`config.mk`:
```
export PLATFORM = sky130hd
export DESIGN_NAME = i2c_oled_master
export DESIGN_NICKNAME = d
export VERILOG_FILES = /design/src/rtl/i2c_pkg.sv /design/src/rtl/i2c_quarter_tick.sv /design/src/rtl/i2c_oled_master.sv
export SDC_FILE = /design/constraint.sdc
export NUM_CORES = 1
export LEC_CHECK = 0
export ABC_AREA = 1
export ABC_CLOCK_PERIOD_IN_PS = 5400
export BUFFER_PORTS_ARGS = -buffer_cell sky130_fd_sc_hd__buf_4
export CAP_MARGIN = 20
export CORE_MARGIN = 2
export CORE_UTILIZATION = 50
export DETAILED_ROUTE_END_ITERATION = 10
export PLACE_DENSITY = 0.73
export SETUP_SLACK_MARGIN = 0.4
export SYNTH_ARGS = -nofsm -noshare
export SYNTH_HDL_FRONTEND = slang
export SYNTH_HIERARCHICAL = 1
export SYNTH_SLANG_ARGS = --single-unit
```
`constraint.sdc`:
```
create_clock -name i_clk -period 5.4 [get_ports i_clk]
set_clock_uncertainty 0.1 [all_clocks]
set_input_delay 1.35 -clock i_clk [delete_from_list [all_inputs] [get_ports i_clk]]
set_output_delay 1.35 -clock i_clk [all_outputs]
set_load 0.05 [all_outputs]
```
`src/rtl/i2c_pkg.sv`:
```
// i2c_pkg: command codes and FSM states shared by the OLED I2C master.
package i2c_pkg;

  typedef enum logic [2:0] {
    I2C_NOP     = 3'd0,
    I2C_START   = 3'd1,
    I2C_STOP    = 3'd2,
    I2C_SENDCON = 3'd3,
    I2C_SENDI2C = 3'd4
  } i2c_cmd_e;

  typedef enum logic [2:0] {
    S_IDLE,
    S_START,
    S_BIT,
    S_ACK,
    S_STOP,
    S_DONE
  } i2c_state_e;

  function automatic logic is_send(input logic [2:0] c);
    return (c == I2C_SENDCON) || (c == I2C_SENDI2C);
  endfunction

endpackage

```
`src/rtl/i2c_quarter_tick.sv`:
```
// i2c_quarter_tick: free-running divider, one-cycle tick every CLK_DIV
// cycles while enabled; a clear restarts the phase from zero.
module i2c_quarter_tick #(
  parameter int CLK_DIV = 30
) (
  input  logic clk,
  input  logic rst_n,
  input  logic clr,
  input  logic en,
  output logic tick
);

  localparam int W = (CLK_DIV > 2) ? $clog2(CLK_DIV) : 1;
  localparam logic [W-1:0] LAST = W'(CLK_DIV - 1);

  logic [W-1:0] cnt;

  always_ff @(posedge clk) begin
    if (!rst_n) begin
      cnt <= '0;
    end else if (clr) begin
      cnt <= '0;
    end else if (en) begin
      cnt <= (cnt == LAST) ? '0 : cnt + 1'b1;
    end
  end

  assign tick = en && !clr && (cnt == LAST);

endmodule

```
`src/rtl/i2c_oled_master.sv`:
```
// i2c_oled_master: executes one I2C bus primitive per core command
// (START, STOP, address byte, data byte) on open-drain SCL/SDA.
module i2c_oled_master
  import i2c_pkg::*;
#(
  parameter int         CLK_DIV    = 30,
  parameter logic [6:0] SLAVE_ADDR = 7'h3C
) (
  input  logic       i_clk,
  input  logic       i_rst_n,
  input  logic [2:0] i_cmd,
  input  logic       i_cmd_valid,
  input  logic [7:0] i_data,
  input  logic       i_sda,
  output logic       o_scl_oe,
  output logic       o_sda_oe,
  output logic       o_busy,
  output logic       o_done,
  output logic       o_nack,
  output logic       o_err
);

  i2c_state_e state;
  logic [1:0] q;
  logic [2:0] bit_idx;
  logic [6:0] shreg;
  logic       bus_open;
  logic       tick;
  logic       accept;
  logic       legal;
  logic [7:0] load_byte;

  // Codes 101..111 fall outside the accepted range and act as no-ops.
  assign accept = i_cmd_valid && !o_busy && !o_done &&
                  (i_cmd != I2C_NOP) && (i_cmd <= I2C_SENDI2C);

  assign legal = (i_cmd == I2C_START) || bus_open;

  assign load_byte = (i_cmd == I2C_SENDCON) ?
                     {SLAVE_ADDR, 1'b0} : i_data;

  i2c_quarter_tick #(
    .CLK_DIV(CLK_DIV)
  ) u_tick (
    .clk  (i_clk),
    .rst_n(i_rst_n),
    .clr  (accept),
    .en   (o_busy),
    .tick (tick)
  );

  // Line levels are registered for the phase being entered, so each
  // quarter's outputs hold for its full CLK_DIV cycles.
  always_ff @(posedge i_clk) begin
    if (!i_rst_n) begin
      state    <= S_IDLE;
      q        <= 2'd0;
      bit_idx  <= 3'd0;
      shreg    <= 7'd0;
      bus_open <= 1'b0;
      o_scl_oe <= 1'b0;
      o_sda_oe <= 1'b0;
      o_busy   <= 1'b0;
      o_done   <= 1'b0;
      o_nack   <= 1'b0;
      o_err    <= 1'b0;
    end else begin
      o_done <= 1'b0;
      if (accept) begin
        q     <= 2'd0;
        o_err <= !legal;
        if (is_send(i_cmd)) begin
          o_nack <= 1'b0;
        end
        if (!legal) begin
          o_done <= 1'b1;
          state  <= S_DONE;
        end else begin
          o_busy <= 1'b1;
          unique case (1'b1)
            (i_cmd == I2C_START): begin
              state    <= S_START;
              o_sda_oe <= 1'b0;
            end
            (i_cmd == I2C_STOP): begin
              state    <= S_STOP;
              o_scl_oe <= 1'b1;
              o_sda_oe <= 1'b1;
            end
            default: begin
              state    <= S_BIT;
              bit_idx  <= 3'd7;
              shreg    <= load_byte[6:0];
              o_scl_oe <= 1'b1;
              o_sda_oe <= ~load_byte[7];
            end
          endcase
        end
      end else if (state == S_DONE) begin
        state <= S_IDLE;
      end else if (tick) begin
        q <= q + 2'd1;
        unique case (state)
          S_START: begin
            unique case (q)
              2'd0: o_scl_oe <= 1'b0;
              2'd1: o_sda_oe <= 1'b1;
              2'd2: o_scl_oe <= 1'b1;
              2'd3: begin
                bus_open <= 1'b1;
                o_busy   <= 1'b0;
                o_done   <= 1'b1;
                state    <= S_DONE;
              end
            endcase
          end
          S_BIT: begin
            unique case (q)
              2'd0: o_scl_oe <= 1'b0;
              2'd1: ;
              2'd2: o_scl_oe <= 1'b1;
              2'd3: begin
                if (bit_idx == 3'd0) begin
                  state    <= S_ACK;
                  o_sda_oe <= 1'b0;
                end else begin
                  bit_idx  <= bit_idx - 3'd1;
                  shreg    <= {shreg[5:0], 1'b0};
                  o_sda_oe <= ~shreg[6];
                end
              end
            endcase
          end
          S_ACK: begin
            unique case (q)
              2'd0: o_scl_oe <= 1'b0;
              2'd1: ;
              2'd2: begin
                o_nack   <= i_sda;
                o_scl_oe <= 1'b1;
              end
              2'd3: begin
                o_busy <= 1'b0;
                o_done <= 1'b1;
                state  <= S_DONE;
              end
            endcase
          end
          S_STOP: begin
            unique case (q)
              2'd0: o_scl_oe <= 1'b0;
              2'd1: o_sda_oe <= 1'b0;
              2'd2: ;
              2'd3: begin
                bus_open <= 1'b0;
                o_busy   <= 1'b0;
                o_done   <= 1'b1;
                state    <= S_DONE;
              end
            endcase
          end
          default: ;
        endcase
      end
    end
  end

endmodule

```
==> impl_metrics.csv, run 1 <==
group,metric,value,unit
run_status,outcome,"complete, no violations",
critical_path,worstPathArrival,3580,ps
logic_synthesis,avgSynthCellArea,6.378,um2
finish,drive_above_1_share,13.90,%
global_route,grt_pass1_wl,6292,um
global_route,grt_max_degree,31,
clock_tree,insertion_delay,330,ps
hold_path,holdPathStages,2,
die,die_w,63.55,um
clock_tree,clkTransAtPathRegs,160,ps
logic_synthesis,synth.distinct_cells,32,
critical_path,required,5550,ps
routing,num_vias,1678,
hold_path,whs_endpoint,"o_err$_SDFFE_PN0P_",
hold_path,hp-start,"o_err$_SDFFE_PN0P_",
placed_design,dp.cells,337,
die,die_h,63.55,um
finish,diodes,0,
logic_synthesis,ys_ff_latch,27,
hold_path,min_path_type,"flop to flop",
die,core.rowCount,21,
critical_path,worstReg2RegEnd,"bit_idx[2]$_SDFFE_PN0P_",
global_route,gr-usage-met2,30.92,%
critical_path,cp-end-kind,"flop",
die,start_util,52.72,%
finish,nets,319,
timing,fin_ws,1969,ps
critical_path,r2r_slack,2580,ps
global_route,busiest_layer,"met2",
logic_synthesis,yosysTopAreaCell,"dfxtp_1",
timing,maxClockFrequency,0.2915,GHz
routing,drc,0,
critical_path,cp_slowest_cell,"nand3_2",
clock_tree,numCtsBuffers,3,
clock_tree,cts_htree_levels,1,
timing,rsz0062_at_grt,"false",
clock_tree,hold_buffers,0,
critical_path,crit_top_cell,"nand2_1",
clock_tree,post_cts.repair.setup_buffers,0,
logic_synthesis,synth_top_area_share,30.49,%
critical_path,reg2reg_depth,13,
critical_path,cp-start-kind,"primary input",
die,pin_count,21,
timing,setup_violations,0,
die,core_area,3363,um2
finish,multi_input_area,1042,um2
routing,wire_per_inst,10.33,um
placed_design,portBuffers,20,
power_and_ir_drop,power,399.6,uW
power_and_ir_drop,powerDensity,204.8,nW/um2
global_route,grt_util_met3,2.143,%
routing,drtPass1Iterations,4,
power_and_ir_drop,leakage,0.9078,nW
placed_design,dp_slack,1627,ps
critical_path,startpoint,"i_cmd[1]",
timing,report.final.slew_viol_count,0,
logic_synthesis,netlist_area,1773,um2
finish,final_common_cell,"nand2_1",
logic_synthesis,synth.area.top_cells,"dfxtp_1 30%, nand2_1 16%, nor2_1 10%",
clock_tree,ctsResizeCount,0,
critical_path,crit_type,"primary input to flop",
global_route,grt_overflow_total,0,
critical_path,crit_family,"simple AND/OR/NAND/NOR gates",
global_route,grt_pass1_vias,1459,
timing,fin_crit,3431,ps
routing,drtIter0Drc,83,
logic_synthesis,ys_seq_area_share,30.49,%
timing,whs,386.1,ps
routing,via_per_inst,4.921,
job,drv_cap,0,
critical_path,slowest_delay,400,ps
placed_design,dp_hpwl,2723,um
global_route,antenna_found_initial,0,
power_and_ir_drop,vdd_drop_max,0.0001028,V
finish,seqCellArea,540.5,um2
clock_tree,cts_buffer_depth,2,
critical_path,crit_buf_inv,2,
placed_design,gp_routability_congestion,0.8949,
critical_path,rr_startpoint,"o_busy$_SDFFE_PN0P_",
routing,drtAntennaViolNets,0,
logic_synthesis,syn_inst,278,
finish,fill_cells,355,
critical_path,crit_chain,"buf_4 > nor2_2 > nand2_1 > nand3_2 > inv_2 > nor3_1 > nand2_1 > nand2_1 > nand2_2 > nor2_4 > nand2_1 > nor2_1 > nor2_1",
finish,areaGrowthSynthToFinish,10.09,%
critical_path,cp_max_fo,30,
global_route,grt_util_met1,26.26,%
timing,slew_headroom,61.26,%
timing,min_period_over_period,63.54,%
timing,finalHoldViolCount,0,
clock_tree,cts_tree,"built",
timing,fin_setup_tns,0,ps
finish,layout.cells.non_filler,341,
timing,worst_pin_slew,580.5,ps
finish,mostFrequentLayoutCells,"77 x nand2_1, 48 x nor2_1, 33 x inv_1",
routing,drt_wl_total,3523,um
global_route,grt_usage,19.06,%
logic_synthesis,yosys_warnings,6,
clock_tree,clk_root_buffer_cell,"clkbuf_4",
clock_tree,cts_sinks,27,
die,dieArea,4038,um2
logic_synthesis,syn_nets,301,
-- layout make-up --
cell class	count	share of cell area, %
multi-input combinational	209	53.40
sequential	27	27.69
timing repair buffer	20	7.692
inverter	35	6.731
tap	46	2.949
clock buffer	3	1.154
clock inverter	1	0.3846
-- worst max-delay path by stage --
stage | slack (ps) | cells past startpoint | endpoint
final | 1970 | 13 | bit_idx[2]$_SDFFE_PN0P_
after global routing | 1690 | 13 | bit_idx[0]$_SDFFE_PN0P_
after global placement | 1710 | 13 | bit_idx[2]$_SDFFE_PN0P_
after detailed placement | 1630 | 13 | bit_idx[2]$_SDFFE_PN0P_
after floorplan | 2260 | 15 | shreg[1]$_SDFFE_PN0P_
after CTS | 2000 | 13 | bit_idx[2]$_SDFFE_PN0P_
-- worst register-to-register path, cell delays in order (launching register included) --
cell and delay (ps):
dfxtp_1 540, inv_1 70, nand2_1 80, nor2_2 60
nand3_2 410, inv_2 230, nor3_1 330, nand2_1 180
nand2_1 170, nand2_2 130, nor2_4 250, nand2_1 80
nor2_1 100, nor2_1 40
-- through the flow --
| stage | area (um2) | util [%] |
|---|---|---|
| after global routing | 1952 | 58.04 |
| after detailed placement | 1922 | 57.14 |
| after CTS | 1952 | 58.04 |
| final | 1952 | 58.04 |
| after global placement | 1922 | 57.14 |
| after floorplan | 1773 | - |
-- synthesized netlist by cell type --
| cell | number |
|---|---|
| a21boi_0 | 2 |
| a21oi_1 | 9 |
| a21oi_2 | 1 |
| buf_2 | 2 |
| buf_4 | 2 |
| buf_6 | 3 |
| dfxtp_1 | 27 |
| ha_1 | 8 |
| inv_1 | 33 |
| inv_2 | 2 |
| nand2_1 | 77 |
| nand2_2 | 4 |
| nand2_4 | 1 |
| nand3_1 | 22 |
| nand3_2 | 2 |
| nand3b_1 | 2 |
| nand4_1 | 1 |
| nand4_2 | 1 |
| nor2_1 | 48 |
| nor2_2 | 2 |
| nor2_4 | 1 |
| nor3_1 | 1 |
| o211ai_1 | 1 |
| o21ai_0 | 15 |
| o21ai_1 | 2 |
| o21ai_2 | 2 |
| o21ai_4 | 1 |
| o21bai_1 | 1 |
| o32ai_1 | 1 |
| or2_0 | 1 |
| xnor2_1 | 1 |
| xor2_1 | 2 |
-- where the power goes --
part / switching, mW / leakage, nW / internal [mW] / total, mW
registers: 0.00456 / 0.218 / 0.205 / 0.210
logic: 0.0642 / 0.676 / 0.0340 / 0.0982
clock network: 0.0632 / 0.0139 / 0.0283 / 0.0915
-- flip-flops by register name, indices dropped and copies added (netlist names) --
name        flops
o_err           1
u_tick/cnt      5
o_nack          1
o_scl_oe        1
o_busy          1
state           3
q               2
shreg           7
bit_idx         3
bus_open        1
o_done          1
o_sda_oe        1
-- logic make-up (layout without fill, tap and decap cells) --
family,Yosys count,in the layout,synth area share [%]
fa+ha+maj,8,8,5.646
simple gates,163,163,39.73
compound gates,35,35,11.93
buf+inv,42,59,10.73
flops,27,27,30.49
xor+xnor,3,3,1.482
-- routing by layer --
metal | wire length [um] | up-vias
li1 | - | 904
met1 | 1698 | 722
met2 | 1594 | 50
met3 | 207 | 2
met4 | 23 | 0
met5 | 0 | -
Power figures use the tool's default switching activity.
==> run 2, diff against run 1 <==
--- a/config.mk
+++ b/config.mk
@@ -5,8 +5,8 @@
 export SDC_FILE = /design/constraint.sdc
 export NUM_CORES = 1
 export LEC_CHECK = 0
-export ABC_AREA = 1
-export ABC_CLOCK_PERIOD_IN_PS = 5400
+export ABC_AREA = 0
+export ABC_CLOCK_PERIOD_IN_PS = 3480
 export BUFFER_PORTS_ARGS = -buffer_cell sky130_fd_sc_hd__buf_4
 export CAP_MARGIN = 20
 export CORE_MARGIN = 2
==> constraint.sdc (replaced) <==
create_clock -name i_clk -period 3.48 [get_ports i_clk]
set_clock_uncertainty 0.1 [all_clocks]
set_input_delay 0.87 -clock i_clk [delete_from_list [all_inputs] [get_ports i_clk]]
set_output_delay 0.87 -clock i_clk [all_outputs]
set_load 0.05 [all_outputs]
==> run 2 against run 1 <==
Against the previous run: sequential power is 56% higher; synthesized cell count is 23% lower; final cell count is 20% lower; highest routed layer unchanged; critical path type unchanged.
==> impl_metrics.csv, run 2 <==
group,metric,value,unit
logic_synthesis,syn_inst,213,
routing,drtAntennaViolNets,0,
placed_design,dp_hpwl,2606,um
finish,final_area,1947,um2
critical_path,crit_type,"primary input to flop",
clock_tree,clk_root_buffer_cell,"clkbuf_4",
finish,layout.cells.non_filler,272,
timing,min_period_over_period,80.13,%
finish,reg_top3,"shreg: 7 flops, u_tick/cnt: 5 flops",
global_route,antenna_found_initial,0,
global_route,grt_max_degree,32,
die,die_w,63.55,um
timing,report.final.slew_viol_count,0,
clock_tree,hold_buffers,0,
finish,fill_cells,353,
placed_design,dp.cells,268,
critical_path,crit_chain,"buf_4 > or3b_1 > or3_1 > clkinv_4 > nor3_1 > buf_4 > and2_1 > and2_4 > o211ai_2 > nand2_2 > o211a_1",
critical_path,crit_buf_inv,3,
routing,routed-wl-met3,134,um
job,drv_cap,0,
logic_synthesis,synthTopCellsByCount,"27 x dfxtp_1, 23 x nand2_1, 13 x inv_1, 13 x nor2_1, 9 x clkbuf_1",
logic_synthesis,synth_edf_count,0,
finish,drive_above_1_share,15.93,%
finish,seqCellArea,540.5,um2
die,dieArea,4038,um2
logic_synthesis,ys_seq_area_share,30.49,%
clock_tree,numCtsBuffers,3,
timing,rsz0062_at_grt,"false",
clock_tree,cts_tree,"built",
clock_tree,clkTransAtPathRegs,150,ps
clock_tree,cts_sinks,27,
clock_tree,insertion_delay,330,ps
critical_path,worstPathArrival,2940,ps
critical_path,slowest_delay,440,ps
critical_path,crit_top_cell,"buf_4",
logic_synthesis,yosysTopAreaCell,"dfxtp_1",
power_and_ir_drop,powerDensity,297.1,nW/um2
global_route,grt_overflow_total,0,
hold_path,min_path_type,"flop to flop",
die,pin_count,21,
logic_synthesis,yosys_warnings,6,
logic_synthesis,synth_top_area_share,30.49,%
finish,final_common_cell,"dfxtp_1",
routing,drc,0,
die,core_area,3363,um2
timing,setup_violations,0,
global_route,grt_pass1_wl,6230,um
logic_synthesis,ys_ff_latch,27,
timing,finalHoldViolCount,0,
critical_path,crit_family,"simple AND/OR/NAND/NOR gates",
finish,largest_register_ff_count,7,
power_and_ir_drop,leakage,0.7726,nW
finish,areaGrowthSynthToFinish,9.810,%
placed_design,post_dp_cell_area,1919,um2
routing,via_per_inst,5.853,
critical_path,cp_max_fo,12,
routing,drt-met1-wl,1788,um
clock_tree,post_cts.repair.setup_buffers,0,
routing,wire_per_inst,13.19,um
timing,worst_pin_slew,509.5,ps
logic_synthesis,ys_dominant_reg_cell,"dfxtp_1",
finish,multi_input_area,1091,um2
logic_synthesis,synth.distinct_cells,56,
clock_tree,ctsResizeCount,0,
finish,diodes,0,
routing,wl_met2,1599,um
critical_path,cp-end-kind,"flop",
timing,maxClockFrequency,0.3586,GHz
logic_synthesis,async_reset_ff_share,0,%
timing,fin_setup_tns,0,ps
die,die_h,63.55,um
timing,fin_crit,2788,ps
routing,drtPass1Iterations,4,
finish,top_register,"shreg",
finish,nets,250,
routing,highest_layer,"met4",
global_route,grt_usage,18.88,%
logic_synthesis,avgSynthCellArea,8.324,um2
timing,slew_headroom,65.60,%
critical_path,cp-start-kind,"primary input",
logic_synthesis,synth.area.top_cells,"dfxtp_1 30%, ha_1 5.6%, nand2_1 4.9%",
finish,mostFrequentLayoutCells,"27 x dfxtp_1, 23 x nand2_1, 23 x buf_4",
die,core.rowCount,21,
run_status,outcome,"complete, no violations",
power_and_ir_drop,power,578.3,uW
global_route,grt_pass1_vias,1401,
die,start_util,52.72,%
critical_path,cp_slowest_cell,"or3_1",
clock_tree,cts_buffer_depth,2,
power_and_ir_drop,vdd_drop_max,0.0002017,V
logic_synthesis,netlist_area,1773,um2
logic_synthesis,synth_most_common_cell,"dfxtp_1",
routing,num_vias,1592,
critical_path,required,3630,ps
routing,drtIter0Drc,91,
logic_synthesis,syn_nets,236,
placed_design,gp_routability_congestion,0.8484,
clock_tree,cts_htree_levels,1,
routing,drt_wl_total,3588,um
placed_design,portBuffers,20,
[run 2: changes by cell type after synthesis, moves of 7 or more]
cell | before | now
nand2_1 | 77 | 23
nor2_1 | 48 | 13
inv_1 | 33 | 13
nand3_1 | 22 | 5
o21ai_0 | 15 | 5
clkbuf_1 | 0 | 9
o211ai_1 | 1 | 8
[run 2: final timing paths]
kind,startpoint,to,slack (ps),cells past startpoint
worst max-delay path,i_cmd_valid,bit_idx[1]$_SDFFE_PN0P_,690,11
worst min-delay path,shreg[2]$_SDFFE_PN0P_,shreg[2]$_SDFFE_PN0P_,370,2
worst max register to register,o_busy$_SDFFE_PN0P_,bit_idx[1]$_SDFFE_PN0P_,740,10
worst min register to register,shreg[2]$_SDFFE_PN0P_,shreg[2]$_SDFFE_PN0P_,370,2
[run 2: routing by layer]
| metal | track usage [%] | vias to the layer above |
|---|---|---|
| li1 | - | 804 |
| met1 | 26.84 | 741 |
| met2 | 29.47 | 39 |
| met3 | 1.607 | 8 |
| met4 | 7.337 | 0 |
| met5 | 0 | - |
[run 2: cells by family (layout without fill, tap and decap cells)]
logic type                 Yosys count  after routing  share of synthesized area [%]
and+or+nand+nor                     76             76                          22.51
buffers and inverters               28             41                          8.115
muxes                                5              5                          2.823
AOI/OAI and AO/OA                   61             61                          26.46
DFF                                 27             27                          30.49
xor gates and xnor gates             8              8                          3.952
adders and majority gates            8              8                          5.646
[run 2: where the power goes]
| group | leakage, nW | total [mW] | switching, mW | internal, mW |
|---|---|---|---|---|
| logic | 0.536 | 0.106 | 0.0622 | 0.0442 |
| registers | 0.218 | 0.327 | 0.0119 | 0.316 |
| clock network | 0.0177 | 0.145 | 0.101 | 0.0432 |
[run 2: layout make-up]
class | instances | area share [%]
flip-flops and latches | 27 | 27.76
inverters | 14 | 2.956
well taps | 46 | 2.956
multi-input cells | 158 | 56.04
repair buffers | 23 | 8.869
clock inverters | 1 | 0.2571
clock buffers | 3 | 1.157
[run 2: tightest hold or removal path, cell delays in order (launching register included)]
cell and delay (ps):
dfxtp_1 350, nand2_1 50, o21ai_1 50
[run 2: through the flow]
| stage | util [%] | setup WS [ps] | hold WS (ps) |
|---|---|---|---|
| global placement | 57.07 | 360.3 | 340.7 |
| floorplan | - | 416.6 | 328.4 |
| global route | 57.89 | 568.2 | 383.6 |
| CTS | 57.89 | 690.1 | 369.6 |
| finish | 57.89 | 691.5 | 367.8 |
| detailed placement | 57.07 | 321.3 | 350.6 |
==> run 3, diff against run 2 <==
--- a/config.mk
+++ b/config.mk
@@ -6,13 +6,13 @@
 export NUM_CORES = 1
 export LEC_CHECK = 0
 export ABC_AREA = 0
-export ABC_CLOCK_PERIOD_IN_PS = 3480
+export ABC_CLOCK_PERIOD_IN_PS = 2500
 export BUFFER_PORTS_ARGS = -buffer_cell sky130_fd_sc_hd__buf_4
 export CAP_MARGIN = 20
 export CORE_MARGIN = 2
 export CORE_UTILIZATION = 50
 export DETAILED_ROUTE_END_ITERATION = 10
-export PLACE_DENSITY = 0.73
+export PLACE_DENSITY = 0.76
 export SETUP_SLACK_MARGIN = 0.4
 export SYNTH_ARGS = -nofsm -noshare
 export SYNTH_HDL_FRONTEND = slang
==> constraint.sdc (replaced) <==
create_clock -name i_clk -period 2.5 [get_ports i_clk]
set_clock_uncertainty 0.1 [all_clocks]
set_input_delay 0.625 -clock i_clk [delete_from_list [all_inputs] [get_ports i_clk]]
set_output_delay 0.625 -clock i_clk [all_outputs]
set_load 0.05 [all_outputs]
==> run 3 against run 2 <==
Against the previous run: die area unchanged; sequential power up 39%; worst setup slack worse by 380 ps; via count up 3.1%; critical path depth unchanged; routed wire length up 6.5%; critical path type unchanged; critical endpoint is now state[0]$_SDFFE_PN0P_; largest power group unchanged.
==> impl_metrics.csv, run 3 (synthesized netlist as in run 2, its figures left out) <==
group,metric,value,unit
run_status,outcome,"complete, no violations",
routing,drtPass1Iterations,4,
global_route,antenna_found_initial,0,
critical_path,crit_family,"simple AND/OR/NAND/NOR gates",
clock_tree,clk_root_buffer_cell,"clkbuf_4",
routing,drc,0,
timing,report.final.slew_viol_count,0,
die,dieArea,4038,um2
critical_path,cp_slowest_cell,"or3_4",
finish,drive_above_1_share,21.94,%
finish,largest_register_ff_count,7,
critical_path,worstReg2RegEnd,"state[0]$_SDFFE_PN0P_",
critical_path,rr_startpoint,"o_busy$_SDFFE_PN0P_",
die,die_h,63.55,um
finish,reg_top3,"shreg: 7 flops, u_tick/cnt: 5 flops",
clock_tree,cts_sinks,27,
finish,final_area,2073,um2
clock_tree,hold_buffers,0,
timing,whs,365.5,ps
timing,fin_crit,2187,ps
critical_path,r2r_slack,310,ps
power_and_ir_drop,power,809.6,uW
critical_path,cp-end-kind,"flop",
die,core_area,3363,um2
timing,fin_setup_tns,0,ps
placed_design,dp_hpwl,2785,um
clock_tree,clkTransAtPathRegs,150,ps
die,start_util,52.72,%
finish,fill_cells,312,
clock_tree,numCtsBuffers,3,
timing,slew_headroom,59.18,%
routing,wire_per_inst,13.51,um
clock_tree,cts_buffer_depth,2,
clock_tree,cts_tree,"built",
hold_path,hp-start,"o_nack$_SDFFE_PN0P_",
finish,top_register,"shreg",
routing,drt_wl_total,3823,um
critical_path,reg2reg_depth,10,
finish,finish.utilization,61.64,%
routing,num_vias,1641,
finish,diodes,0,
global_route,grt_usage,20.68,%
finish,areaGrowthSynthToFinish,16.94,%
critical_path,crit_buf_inv,3,
routing,drtIter0Drc,77,
power_and_ir_drop,leakage,0.8385,nW
global_route,grt_max_degree,32,
routing,drtAntennaViolNets,0,
placed_design,gp_routability_congestion,0.8711,
critical_path,crit_type,"primary input to flop",
critical_path,required,2630,ps
clock_tree,insertion_delay,330,ps
placed_design,post_dp_cell_area,2014,um2
timing,rsz0062_at_grt,"true",
hold_path,whs_endpoint,"o_nack$_SDFFE_PN0P_",
timing,min_period_over_period,87.48,%
finish,mostFrequentLayoutCells,"32 x buf_4, 26 x dfxtp_1, 22 x nand2_1",
placed_design,portBuffers,20,
hold_path,holdPathStages,2,
critical_path,cp_max_fo,4,
critical_path,crit_chain,"buf_6 > or3b_1 > or3_4 > clkinv_4 > nor3_4 > buf_6 > nand4b_1 > o211ai_1 > a21oi_2 > o31ai_1 > and2_1",
critical_path,cp-start-kind,"primary input",
global_route,grt_pass1_wl,6755,um
timing,setup_violations,0,
critical_path,slowest_delay,400,ps
finish,nets,261,
critical_path,worstPathArrival,2320,ps
die,die_w,63.55,um
job,drv_cap,0,
die,core.rowCount,21,
routing,via_per_inst,5.799,
global_route,grt_pass1_vias,1504,
finish,final_common_cell,"buf_4",
power_and_ir_drop,vdd_drop_max,0.0001910,V
critical_path,crit_top_cell,"buf_6",
timing,worst_pin_slew,604.7,ps
clock_tree,cts_htree_levels,1,
hold_path,min_path_type,"flop to flop",
timing,maxClockFrequency,0.4572,GHz
power_and_ir_drop,powerDensity,390.5,nW/um2
timing,finalHoldViolCount,0,
die,pin_count,21,
global_route,grt_overflow_total,0,
[run 3: final cells by class]
cell class	instances	area (um2)	share of cell area [%]
multi-input cells	158	1127	54.38
flip-flops and latches	27	541.8	26.13
repair buffers	34	262.8	12.67
inverters	14	57.56	2.776
well taps	46	57.56	2.776
clock buffers	4	26.28	1.267
[run 3: timing repair]
item	in CTS	in global routing
endpoints found under the hold margin	0	0
gates resized for setup	5	2
pin swaps	1	1
setup endpoints to repair	16	18
buffers inserted	0	1
[run 3: routing by layer]
metal / up-vias / global-route usage (%) / wire length (um)
li1: 822 / - / -
met1: 760 / 27.96 / 1804
met2: 50 / 33.55 / 1742
met3: 9 / 2.500 / 194
met4: 0 / 7.880 / 82
met5: - / 0 / 0
[run 3: tightest hold or removal path, cell delays in order, from the launching register on]
cell	delay, ps
dfxtp_1	340
nand2_1	50
a21boi_1	50
[run 3: where the power goes]
part	total (mW)	switching [mW]	internal, mW
sequential	0.456	0.0164	0.439
clock	0.193	0.131	0.0625
combinational	0.161	0.0916	0.0691
total	0.810	0.239	0.571
[run 3: worst max-delay path by stage]
stage,from,end,slack [ps],cells after the start
3_5_place_dp,i_cmd_valid,bit_idx[1]$_SDFFE_PN0P_,-100,10
5_1_grt,o_busy$_SDFFE_PN0P_,state[1]$_SDFFE_PN0P_,240,10
3_3_place_gp,i_cmd_valid,bit_idx[1]$_SDFFE_PN0P_,-80,10
2_1_floorplan,i_cmd_valid,bit_idx[1]$_SDFFE_PN0P_,-270,12
6_report,i_cmd_valid,state[0]$_SDFFE_PN0P_,310,11
4_1_cts,o_busy$_SDFFE_PN0P_,state[0]$_SDFFE_PN0P_,300,10
[run 3: stage by stage]
stage / instances / setup slack [ps]
after floorplan: 213 / -274.6
after global placement: 278 / -78.61
after detailed placement: 278 / -103.6
after CTS: 282 / 304.0
after global routing: 283 / 236.7
final: 283 / 312.9
